$ cat src/rtl/ntsc_timing_seq_if.sv
// ntsc_timing_seq_if
//   Output bundle of the NTSC line/field sequencer.
//   master: driven by ntsc_timing_seq; slave: level generator / pixel source.
//   sync, blank, burst, act : video gates (registered, aligned to h_ctr/v_ctr)
//   pix_req, x, y           : prefetched pixel request and coordinates
//   line_stb, frame_stb     : single-CK wrap strobes
//   h_ctr, v_ctr            : sample and line counters
interface ntsc_timing_seq_if;
  logic       sync;
  logic       blank;
  logic       burst;
  logic       act;
  logic       pix_req;
  logic [9:0] x;
  logic [7:0] y;
  logic       line_stb;
  logic       frame_stb;
  logic [9:0] h_ctr;
  logic [8:0] v_ctr;

  modport master (
    output sync, blank, burst, act, pix_req, x, y,
           line_stb, frame_stb, h_ctr, v_ctr
  );

  modport slave (
    input  sync, blank, burst, act, pix_req, x, y,
           line_stb, frame_stb, h_ctr, v_ctr
  );
endinterface

$ cat src/rtl/ntsc_timing_seq.sv
// ntsc_timing_seq
//   Line/field sequencer for the NTSC composite datapath. Counts samples and
//   lines on the sample enable, decodes sync/blank/burst/active gates and issues
//   prefetched pixel coordinates ahead of the active window.
//   CK_i    : system clock (8x sample rate)
//   ARST_i  : asynchronous reset, active high
//   CK_EE_i : sample enable, one CK pulse per sample
//   RUN_i   : 1 = generate timing, 0 = hold idle at the last sample of the field
//   vid     : output bundle (gates, pixel request, strobes, counters)
module ntsc_timing_seq #(
  parameter int unsigned C_LINE_LEN  = 910,
  parameter int unsigned C_LINES     = 262,
  parameter int unsigned C_HSYNC_W   = 58,
  parameter int unsigned C_EQ_W      = 29,
  parameter int unsigned C_BURST_ST  = 65,
  parameter int unsigned C_BURST_W   = 31,
  parameter int unsigned C_H_ACT     = 134,
  parameter int unsigned C_H_ACT_LEN = 752,
  parameter int unsigned C_V_ACT     = 20,
  parameter int unsigned C_V_ACT_LEN = 240,
  parameter int unsigned C_PREFETCH  = 2
) (
  input  logic                  CK_i,
  input  logic                  ARST_i,
  input  logic                  CK_EE_i,
  input  logic                  RUN_i,
  ntsc_timing_seq_if.master     vid
);

  localparam int unsigned HW = 10;
  localparam int unsigned VW = 9;

  localparam logic [HW-1:0] H_LAST    = HW'(C_LINE_LEN - 1);
  localparam logic [HW-1:0] H_HALF    = HW'(C_LINE_LEN / 2);
  localparam logic [HW-1:0] H_EQ      = HW'(C_EQ_W);
  localparam logic [HW-1:0] H_HALF_EQ = HW'(C_LINE_LEN / 2 + C_EQ_W);
  localparam logic [HW-1:0] H_HS      = HW'(C_HSYNC_W);
  localparam logic [HW-1:0] H_SERR1   = HW'(C_LINE_LEN / 2 - C_HSYNC_W);
  localparam logic [HW-1:0] H_SERR2   = HW'(C_LINE_LEN - C_HSYNC_W);
  localparam logic [HW-1:0] H_BST     = HW'(C_BURST_ST);
  localparam logic [HW-1:0] H_BEND    = HW'(C_BURST_ST + C_BURST_W);
  localparam logic [HW-1:0] H_ACT0    = HW'(C_H_ACT);
  localparam logic [HW-1:0] H_ACT_END = HW'(C_H_ACT + C_H_ACT_LEN);
  localparam logic [HW-1:0] H_PRE0    = HW'(C_H_ACT - C_PREFETCH);
  localparam logic [HW-1:0] H_ALEN    = HW'(C_H_ACT_LEN);
  localparam logic [VW-1:0] V_LAST    = VW'(C_LINES - 1);
  localparam logic [VW-1:0] V_ACT0    = VW'(C_V_ACT);
  localparam logic [VW-1:0] V_ACT_END = VW'(C_V_ACT + C_V_ACT_LEN);
  localparam logic [VW-1:0] V_ALEN    = VW'(C_V_ACT_LEN);

  logic [HW-1:0] h_q, h_nx;
  logic [VW-1:0] v_q, v_nx;
  logic          sync_q, blank_q, burst_q, act_q, pix_q, line_q, frame_q;
  logic [9:0]    x_q;
  logic [7:0]    y_q;

  logic          sync_nx, burst_nx, act_nx, pre_nx, v_in;
  logic [HW:0]   x_diff;
  logic [VW:0]   y_diff;

  // Gates are decoded from the counter values about to be loaded, so the
  // registered gates line up with the registered counters.
  always_comb begin
    h_nx = (h_q == H_LAST) ? '0 : h_q + HW'(1);
    v_nx = v_q;
    if (h_q == H_LAST)
      v_nx = (v_q == V_LAST) ? '0 : v_q + VW'(1);

    if (v_nx < VW'(3) || (v_nx >= VW'(6) && v_nx < VW'(9)))
      sync_nx = (h_nx < H_EQ) || (h_nx >= H_HALF && h_nx < H_HALF_EQ);
    else if (v_nx < VW'(6))
      sync_nx = !((h_nx >= H_SERR1 && h_nx < H_HALF) || h_nx >= H_SERR2);
    else
      sync_nx = h_nx < H_HS;

    burst_nx = (v_nx >= VW'(9)) && (h_nx >= H_BST) && (h_nx < H_BEND);
    v_in     = (v_nx >= V_ACT0) && (v_nx < V_ACT_END);
    act_nx   = v_in && (h_nx >= H_ACT0) && (h_nx < H_ACT_END);

    // One extra bit on the offsets: a set MSB means "before the window",
    // which doubles as the lower window bound.
    x_diff = {1'b0, h_nx} - {1'b0, H_PRE0};
    y_diff = {1'b0, v_nx} - {1'b0, V_ACT0};
    pre_nx = !x_diff[HW] && (x_diff[HW-1:0] < H_ALEN) &&
             !y_diff[VW] && (y_diff[VW-1:0] < V_ALEN);
  end

  always_ff @(posedge CK_i or posedge ARST_i) begin
    if (ARST_i) begin
      h_q     <= H_LAST;
      v_q     <= V_LAST;
      sync_q  <= 1'b0;
      blank_q <= 1'b1;
      burst_q <= 1'b0;
      act_q   <= 1'b0;
      pix_q   <= 1'b0;
      line_q  <= 1'b0;
      frame_q <= 1'b0;
      x_q     <= '0;
      y_q     <= '0;
    end else if (!RUN_i) begin
      // Park on the last sample so the first enabled sample wraps to (0,0).
      h_q     <= H_LAST;
      v_q     <= V_LAST;
      sync_q  <= 1'b0;
      blank_q <= 1'b1;
      burst_q <= 1'b0;
      act_q   <= 1'b0;
      pix_q   <= 1'b0;
      line_q  <= 1'b0;
      frame_q <= 1'b0;
      x_q     <= '0;
      y_q     <= '0;
    end else if (CK_EE_i) begin
      h_q     <= h_nx;
      v_q     <= v_nx;
      sync_q  <= sync_nx;
      blank_q <= !act_nx && !sync_nx;
      burst_q <= burst_nx;
      act_q   <= act_nx;
      pix_q   <= pre_nx;
      line_q  <= (h_nx == '0);
      frame_q <= (h_nx == '0) && (v_nx == '0);
      if (pre_nx) begin
        x_q <= x_diff[9:0];
        y_q <= y_diff[7:0];
      end
    end else begin
      line_q  <= 1'b0;
      frame_q <= 1'b0;
    end
  end

  assign vid.h_ctr     = h_q;
  assign vid.v_ctr     = v_q;
  assign vid.sync      = sync_q;
  assign vid.blank     = blank_q;
  assign vid.burst     = burst_q;
  assign vid.act       = act_q;
  assign vid.pix_req   = pix_q;
  assign vid.line_stb  = line_q;
  assign vid.frame_stb = frame_q;
  assign vid.x         = x_q;
  assign vid.y         = y_q;

  // Window constants must keep the prefetch and active window inside the line.
  a_legal_window: assert property (@(posedge CK_i)
    (C_H_ACT >= C_PREFETCH) && (C_H_ACT + C_H_ACT_LEN <= C_LINE_LEN));

endmodule

$ cat src/flat_wrapper.sv
// flat-port wrapper written by rule: the top's interface ports become plain ports
module ntsc_timing_seq_flat 
#(
  parameter int unsigned C_LINE_LEN  = 910,
  parameter int unsigned C_LINES     = 262,
  parameter int unsigned C_HSYNC_W   = 58,
  parameter int unsigned C_EQ_W      = 29,
  parameter int unsigned C_BURST_ST  = 65,
  parameter int unsigned C_BURST_W   = 31,
  parameter int unsigned C_H_ACT     = 134,
  parameter int unsigned C_H_ACT_LEN = 752,
  parameter int unsigned C_V_ACT     = 20,
  parameter int unsigned C_V_ACT_LEN = 240,
  parameter int unsigned C_PREFETCH  = 2
)
  (CK_i, ARST_i, CK_EE_i, RUN_i, vid_sync, vid_blank, vid_burst, vid_act, vid_pix_req, vid_x, vid_y, vid_line_stb, vid_frame_stb, vid_h_ctr, vid_v_ctr);
  ntsc_timing_seq_if vid_i ();
  input  logic CK_i;
  input  logic ARST_i;
  input  logic CK_EE_i;
  input  logic RUN_i;
  output wire logic [$bits(vid_i.sync)-1:0] vid_sync;
  output wire logic [$bits(vid_i.blank)-1:0] vid_blank;
  output wire logic [$bits(vid_i.burst)-1:0] vid_burst;
  output wire logic [$bits(vid_i.act)-1:0] vid_act;
  output wire logic [$bits(vid_i.pix_req)-1:0] vid_pix_req;
  output wire logic [$bits(vid_i.x)-1:0] vid_x;
  output wire logic [$bits(vid_i.y)-1:0] vid_y;
  output wire logic [$bits(vid_i.line_stb)-1:0] vid_line_stb;
  output wire logic [$bits(vid_i.frame_stb)-1:0] vid_frame_stb;
  output wire logic [$bits(vid_i.h_ctr)-1:0] vid_h_ctr;
  output wire logic [$bits(vid_i.v_ctr)-1:0] vid_v_ctr;
  assign vid_sync = vid_i.sync;
  assign vid_blank = vid_i.blank;
  assign vid_burst = vid_i.burst;
  assign vid_act = vid_i.act;
  assign vid_pix_req = vid_i.pix_req;
  assign vid_x = vid_i.x;
  assign vid_y = vid_i.y;
  assign vid_line_stb = vid_i.line_stb;
  assign vid_frame_stb = vid_i.frame_stb;
  assign vid_h_ctr = vid_i.h_ctr;
  assign vid_v_ctr = vid_i.v_ctr;
  ntsc_timing_seq #(.C_LINE_LEN(C_LINE_LEN), .C_LINES(C_LINES), .C_HSYNC_W(C_HSYNC_W), .C_EQ_W(C_EQ_W), .C_BURST_ST(C_BURST_ST), .C_BURST_W(C_BURST_W), .C_H_ACT(C_H_ACT), .C_H_ACT_LEN(C_H_ACT_LEN), .C_V_ACT(C_V_ACT), .C_V_ACT_LEN(C_V_ACT_LEN), .C_PREFETCH(C_PREFETCH)) u_core (.CK_i(CK_i), .ARST_i(ARST_i), .CK_EE_i(CK_EE_i), .RUN_i(RUN_i), .vid(vid_i));
endmodule
$ cat config.mk
export PLATFORM = sky130hd
export DESIGN_NAME = ntsc_timing_seq_flat
export DESIGN_NICKNAME = d
export VERILOG_FILES = /design/src/rtl/ntsc_timing_seq_if.sv /design/src/rtl/ntsc_timing_seq.sv /design/src/flat_wrapper.sv
export SDC_FILE = /design/constraint.sdc
export NUM_CORES = 1
export LEC_CHECK = 0
export BUFFER_PORTS_ARGS = -buffer_cell sky130_fd_sc_hd__buf_2
export CAP_MARGIN = 0
export CORE_ASPECT_RATIO = 0.9
export CORE_UTILIZATION = 47
export CTS_BUF_LIST = sky130_fd_sc_hd__clkbuf_16
export CTS_CLUSTER_DIAMETER = 100
export DETAILED_ROUTE_END_ITERATION = 6
export PLACE_DENSITY_LB_ADDON = 0.12
export SLEW_MARGIN = 20
export SYNTH_ARGS = -nofsm -noshare
export SYNTH_HDL_FRONTEND = slang
export SYNTH_SLANG_ARGS = --single-unit
$ cat constraint.sdc
create_clock -name CK_i -period 4.8 [get_ports CK_i]
set_clock_uncertainty 0.2 [all_clocks]
set_input_delay 0.24 -clock CK_i [delete_from_list [all_inputs] [get_ports CK_i]]
set_output_delay 0.24 -clock CK_i [all_outputs]
set_load 0.02 [all_outputs]
==> Word-level counts from Yosys, hierarchy flattened <==
Index checks and enable logic that the tools add are counted.
{ "classes": {"bitwise": 0, "div": 0, "mux": 29, "n_shift": 0, "eq_ne": 4, "n_reduce_logical": 24, "addsub": 4, "n_lt_le_gt_ge": 20, "multipliers": 0} }
{ "ops": {"columns": ["operator", "n"], "rows": [
  ["$mux W10", 6],
  ["$mux W9", 4],
  ["$mux W8", 3],
  ["$ge A10 B9 Y1 const B", 2],
  ["$lt A10 B10 Y1 const B", 2],
  ["$lt A10 B9 Y1 const B", 2],
  ["$mux W1", 16],
  ["$logic_and A1 B1 Y1", 13],
  ["$sub A10 B8 Y11 const B", 1],
  ["$add A10 B1 Y10 const B", 1],
  ["$eq A10 B10 Y1 const B", 1],
  ["$ge A10 B10 Y1 const B", 1],
  ["$ge A10 B7 Y1 const B", 1],
  ["$ge A10 B8 Y1 const B", 1],
  ["$logic_not A10 Y1", 1],
  ["$lt A10 B5 Y1 const B", 1],
  ["$lt A10 B6 Y1 const B", 1],
  ["$lt A10 B7 Y1 const B", 1],
  ["$sub A9 B5 Y10 const B", 1],
  ["$add A9 B1 Y9 const B", 1],
  ["$eq A9 B9 Y1 const B", 1],
  ["$ge A9 B3 Y1 const B", 1],
  ["$ge A9 B4 Y1 const B", 1],
  ["$ge A9 B5 Y1 const B", 1],
  ["11 further kinds", 17]
]} }
{ "totals": {"latch_bits": 0, "word_cells": 92, "romBits": 0, "ram_bits": 0, "output_inout_bits": 44, "n_memories": 0, "reg_bits": 44, "input_bits": 4} }

==> Longest topological paths before layout <==
{ "logic_depth": {"ltp_word": 12, "mapped_depth": 15, "depth_no_buf": 15} }

==> Worst setup path before layout <==
Ideal clock, no wire load.
{ "synth_timing": {"path_kind": "reg-to-reg", "startpoint": "register u_core.h_q[0] (netlist: u_core.vid.h_ctr[0])", "endpoint": "register u_core.x_q[2] (netlist: u_core.vid.x[2])", "setup_ns": 0.094, "stages_incl_launch_ff": 13, "path_buffers": 2, "synth_period_minus_slack_ns": 3.588, "required_time_ns": 4.506, "path_slack_ns": 1.212, "t_arrival_ns": 3.294, "path_cell_list": "dfstp_2 ha_1 or3b_4 nor3_4 or2_2 ha_1 clkbuf_1 a311oi_1 a211o_1 o21ai_1 buf_2 a21oi_1 a211oi_1"} }
{ "synth_via": {"elab_chain_len": 9, "word_cells_on_any_way": 18, "cone_classes": "add/sub (3); order compare (2); eq/ne (2); mux (5); reduce/logical (6)"} }
{ "synth_rtl": {"columns": ["item", "line", "text"], "rows": [
  ["from (decl)", "ntsc_timing_seq.sv:51", "logic [HW-1:0] h_q, h_nx;"],
  ["from (signal assigned)", "ntsc_timing_seq.sv:115", "h_q <= h_nx;"],
  ["$add A10 B1 Y10 or $eq A10 B10 Y1 (tied branches)", "ntsc_timing_seq.sv:64, ntsc_timing_seq.sv:66", null],
  ["$mux W10", "ntsc_timing_seq.sv:64", "h_nx = (h_q == H_LAST) ? '0 : h_q + HW'(1);"],
  ["$sub A10 B8 Y11", "ntsc_timing_seq.sv:82", "x_diff = {1'b0, h_nx} - {1'b0, H_PRE0};"],
  ["$lt A10 B10 Y1 or $logic_not A1 Y1 (tied branches)", "ntsc_timing_seq.sv:84", "pre_nx = !x_diff[HW] && (x_diff[HW-1:0] < H_ALEN) &&"],
  ["$logic_and A1 B1 Y1 (2 in series)", "ntsc_timing_seq.sv:84", null],
  ["$logic_and A1 B1 Y1", "ntsc_timing_seq.sv:85", "!y_diff[VW] && (y_diff[VW-1:0] < V_ALEN);"],
  ["$ne A2 B1 Y1 (no source line)", null, null],
  ["$reduce_and A2 Y1 (no source line)", null, null],
  ["to (signal assigned)", "ntsc_timing_seq.sv:125", "x_q <= x_diff[9:0];"],
  ["to (decl)", "ntsc_timing_seq.sv:54", "logic [9:0] x_q;"]
]} }
Parallel ways exist; a longest one is shown, timed or not. The select of a mux whose other input is x is not followed.
A chain may end at the register's enable or synchronous reset.

==> Worst setup path in the final report <==
{ "layout_timing": {"startpoint": "register u_core.h_q[0] (netlist: u_core.vid.h_ctr[0])", "endpoint": "register u_core.x_q[0] (netlist: u_core.vid.x[0])"} }
Same word-level chain as after synthesis.

==> results.tsv <==
stage	metric	value	unit
route	drc	0	
grt	antenna_found_initial	0	
sta	holdWs	-0.0373	ns
clock_tree	clkSinkCount	44	
hold_path	hp-class	in2async	
critical_path	slowest_delay	0.71	ns
critical_path	crit_type	reg2reg	
synth	synth_top_cell_by_area	dfrtp_1	
route	dr.pass1.iters	4	
synth	synth_nets	468	
floorplan	die_w	94.8	um
pwr	p_leak	1.79	nW
floorplan	die_h	85.5	um
floorplan	ios	48	
critical_path	cp_top_family	simple AND/OR/NAND/NOR gates	
place	port_buffers	47	
route	viasPerCell	6.16	
synth	synth_top_area_share	23.4	%
clock_tree	cts-root-buf	clkbuf_16	
sta	slew_violations	0	
place	dp_slack	0.769	ns
synth	syn_area_per_cell	8.08	um2
clock_tree	cts_tree	built	
critical_path	cp-start-kind	register	
critical_path	path_cells	ha_1 -> or3b_4 -> nor3_4 -> or2_2 -> ha_1 -> or2_2 -> o21ai_0 -> a211o_1 -> o21a_1 -> or4_1 -> a21oi_1	
clock_tree	numCtsBuffers	5	
run	maxCapViolations	0	
grt	grt_overflow_total	0	
synth	syn_area	3640	um2
pwr	ir_drop	0.223	mV
final_layout	final_nets	494	
sta	fin_crit	4.09	ns
synth	synth_edf_count	0	
sta	tightest_slew	0.951	ns
grt	grt_pass1_wl	17200	um
synth	yosys-top-cells-count	nand2_1, a21oi_1, dfrtp_1	
synth	netlist_instances	451	
place	gp_congestion	0.913	
critical_path	required	4.82	ns
route	wl_per_cell	18.6	um
critical_path	critPathMaxFanout	16	
synth	synthTopCellsByArea	dfrtp_1, dfstp_2, a21oi_1	
place	dp.final_hpwl	7460	um
final_layout	area_delta_synth_final	11.4	%
critical_path	slowest_stage	dfstp_2	
grt	gr-usage-all-layers	27.2	%
grt	grt_pass1_vias	3226	
sta	max_slew_margin	36.5	%
clock_tree	h-tree-depth	2	
status	status	complete, but fails checks	
clock_tree	cts_hold_buf	0	
synth	async_reset_ff_share	100	%
sta	hold_viol	34	
sta	tns	0	ns
route	drt_iter0_markers	173	
synth	synth_warnings	0	
clock_tree	post_cts_buffers	0	
sta	rsz0062_at_grt	no	
clock_tree	cts_buffer_depth	2	
grt	grt_max_degree	45	
status	violations	negative hold slack	
sta	setup-violations-final	0	
synth	ys_types	71	
final_layout	layout-drive-gt1-share	20.3	%
synth	yosysSeqAreaShare	30.6	%
clock_tree	cts.repair.resized	0	
clock_tree	insertion_delay	0.29	ns
final_layout	seqCellArea	1110	um2
final_layout	multiInputGateArea	2310	um2
floorplan	start_util	48.5	%
final_layout	antennaDiodeCount	0	
synth	synth.most_common_cell	nand2_1	
floorplan	rows	30	
route	postRouteWirelength	10700	um
critical_path	cp_num_buf_inv	0	
route	vias	3537	
floorplan	die_area	8110	um2
synth	ys_ff_latch	44	
critical_path	cp-end-kind	register	
route	postRouteAntennaNets	0	
synth	synth_top_flop_cell	dfrtp_1	
sta	finalWorstSetupSlack	0.708	ns
clock_tree	cts.clk_slew.worst_paths	0.07	ns
critical_path	cp_data_arrival_time	4.11	ns
final_layout	nFillCells	756	
sta	period_share	85.2	%
pwr	power_density	524	nW/um2
sta	fmax	244	MHz
floorplan	coreArea	7510	um2
## cell type report
cell class	instances	share of cell area [%]
clock buffer	5	3.08
multi-input combinational	357	56.9
sequential	44	27.4
clock inverter	3	1.14
inverter	15	1.39
tap	96	2.96
timing repair buffer	54	7.09
## state kept, by name, summed over array words and instances (netlist names), 8 cells and up
name / cells
u_core.vid.h_ctr: 10
u_core.vid.y: 8
u_core.vid.v_ctr: 9
u_core.vid.x: 10
## final timing paths
| kind | from | to | slack (ns) | cells past startpoint |
|---|---|---|---|---|
| max | u_core.vid.h_ctr[0]$_DFFE_PP1P_ | u_core.vid.x[0]$_DFFE_PP0P_ | 0.71 | 11 |
| min | ARST_i | u_core.vid.y[5]$_DFFE_PP0P_ | -0.04 | 2 |
| max reg2reg | u_core.vid.h_ctr[0]$_DFFE_PP1P_ | u_core.vid.x[0]$_DFFE_PP0P_ | 0.71 | 11 |
| min reg2reg | u_core.vid.sync$_DFFE_PP0P_ | u_core.vid.sync$_DFFE_PP0P_ | 0.30 | 1 |
| max in group asynchronous | ARST_i | u_core.vid.act$_DFFE_PP0P_ | 3.84 | 2 |
| min in group CK_i | RUN_i | u_core.vid.h_ctr[9]$_DFFE_PP1P_ | 0.13 | 2 |
## kinds of logic after synthesis
logic type	after synthesis	share of synthesized area (%)
simple gates	175	26.3
compound gates	144	26.0
buf+inv	50	6.05
flops	44	30.6
xor+xnor	17	4.29
fa+ha+maj	13	4.47
mux	8	2.27
## power by group
group          switching (mW)  internal, mW  total (mW)
combinational           0.782         0.412        1.19
clock                   0.158         0.248       0.406
sequential             0.0834         0.443       0.526
## per-stage QoR
step	util (%)	instance area, um2	hold slack [ns]	power (mW)	std cells
after floorplan	-	3640	0.301	1.37	451
after global placement	51.8	3890	0.284	1.70	566
after detailed placement	51.8	3890	0.292	1.71	566
after CTS	54.1	4060	0.00121	2.12	574
after global routing	54.1	4060	0.0577	2.28	574
final	54.1	4060	-0.0373	2.13	574
## per-layer routing
metal  up-vias  routed length, um  track usage, %
met1      1711               5050            39.2
met5         -                  0               0
li1       1722                  -               -
met3        12                449            3.55
met2        92               5060            44.0
met4         0                133            4.96
## placed cells by master (no fill, tap or decap), types with 4 or more instances in the layout
master     netlist  routed
and3_1           5       5
xor2_1           8       8
nor2b_1          4       4
or3_1            6       6
clkbuf_16        0       5
nor3_1          18      18
buf_2            5      47
o21ai_0         27      27
xnor2_1          8       8
a31oi_1          8       8
a22oi_1          4       4
o211ai_1         5       5
or4_1            4       4
o31ai_1          4       4
nor2_1          28      28
inv_1           15      14
nand3_1         17      17
nor3b_1          4       4
buf_4            1       7
nand2_1         48      48
dfstp_2         10      10
ha_1            13      13
nand4_1          6       6
dfrtp_1         34      34
a211oi_1        12      12
or2_2            6       6
and2_1           6       6
mux2i_1          6       6
a21oi_1         42      42
Note: power is estimated with default switching activity, not from simulation.
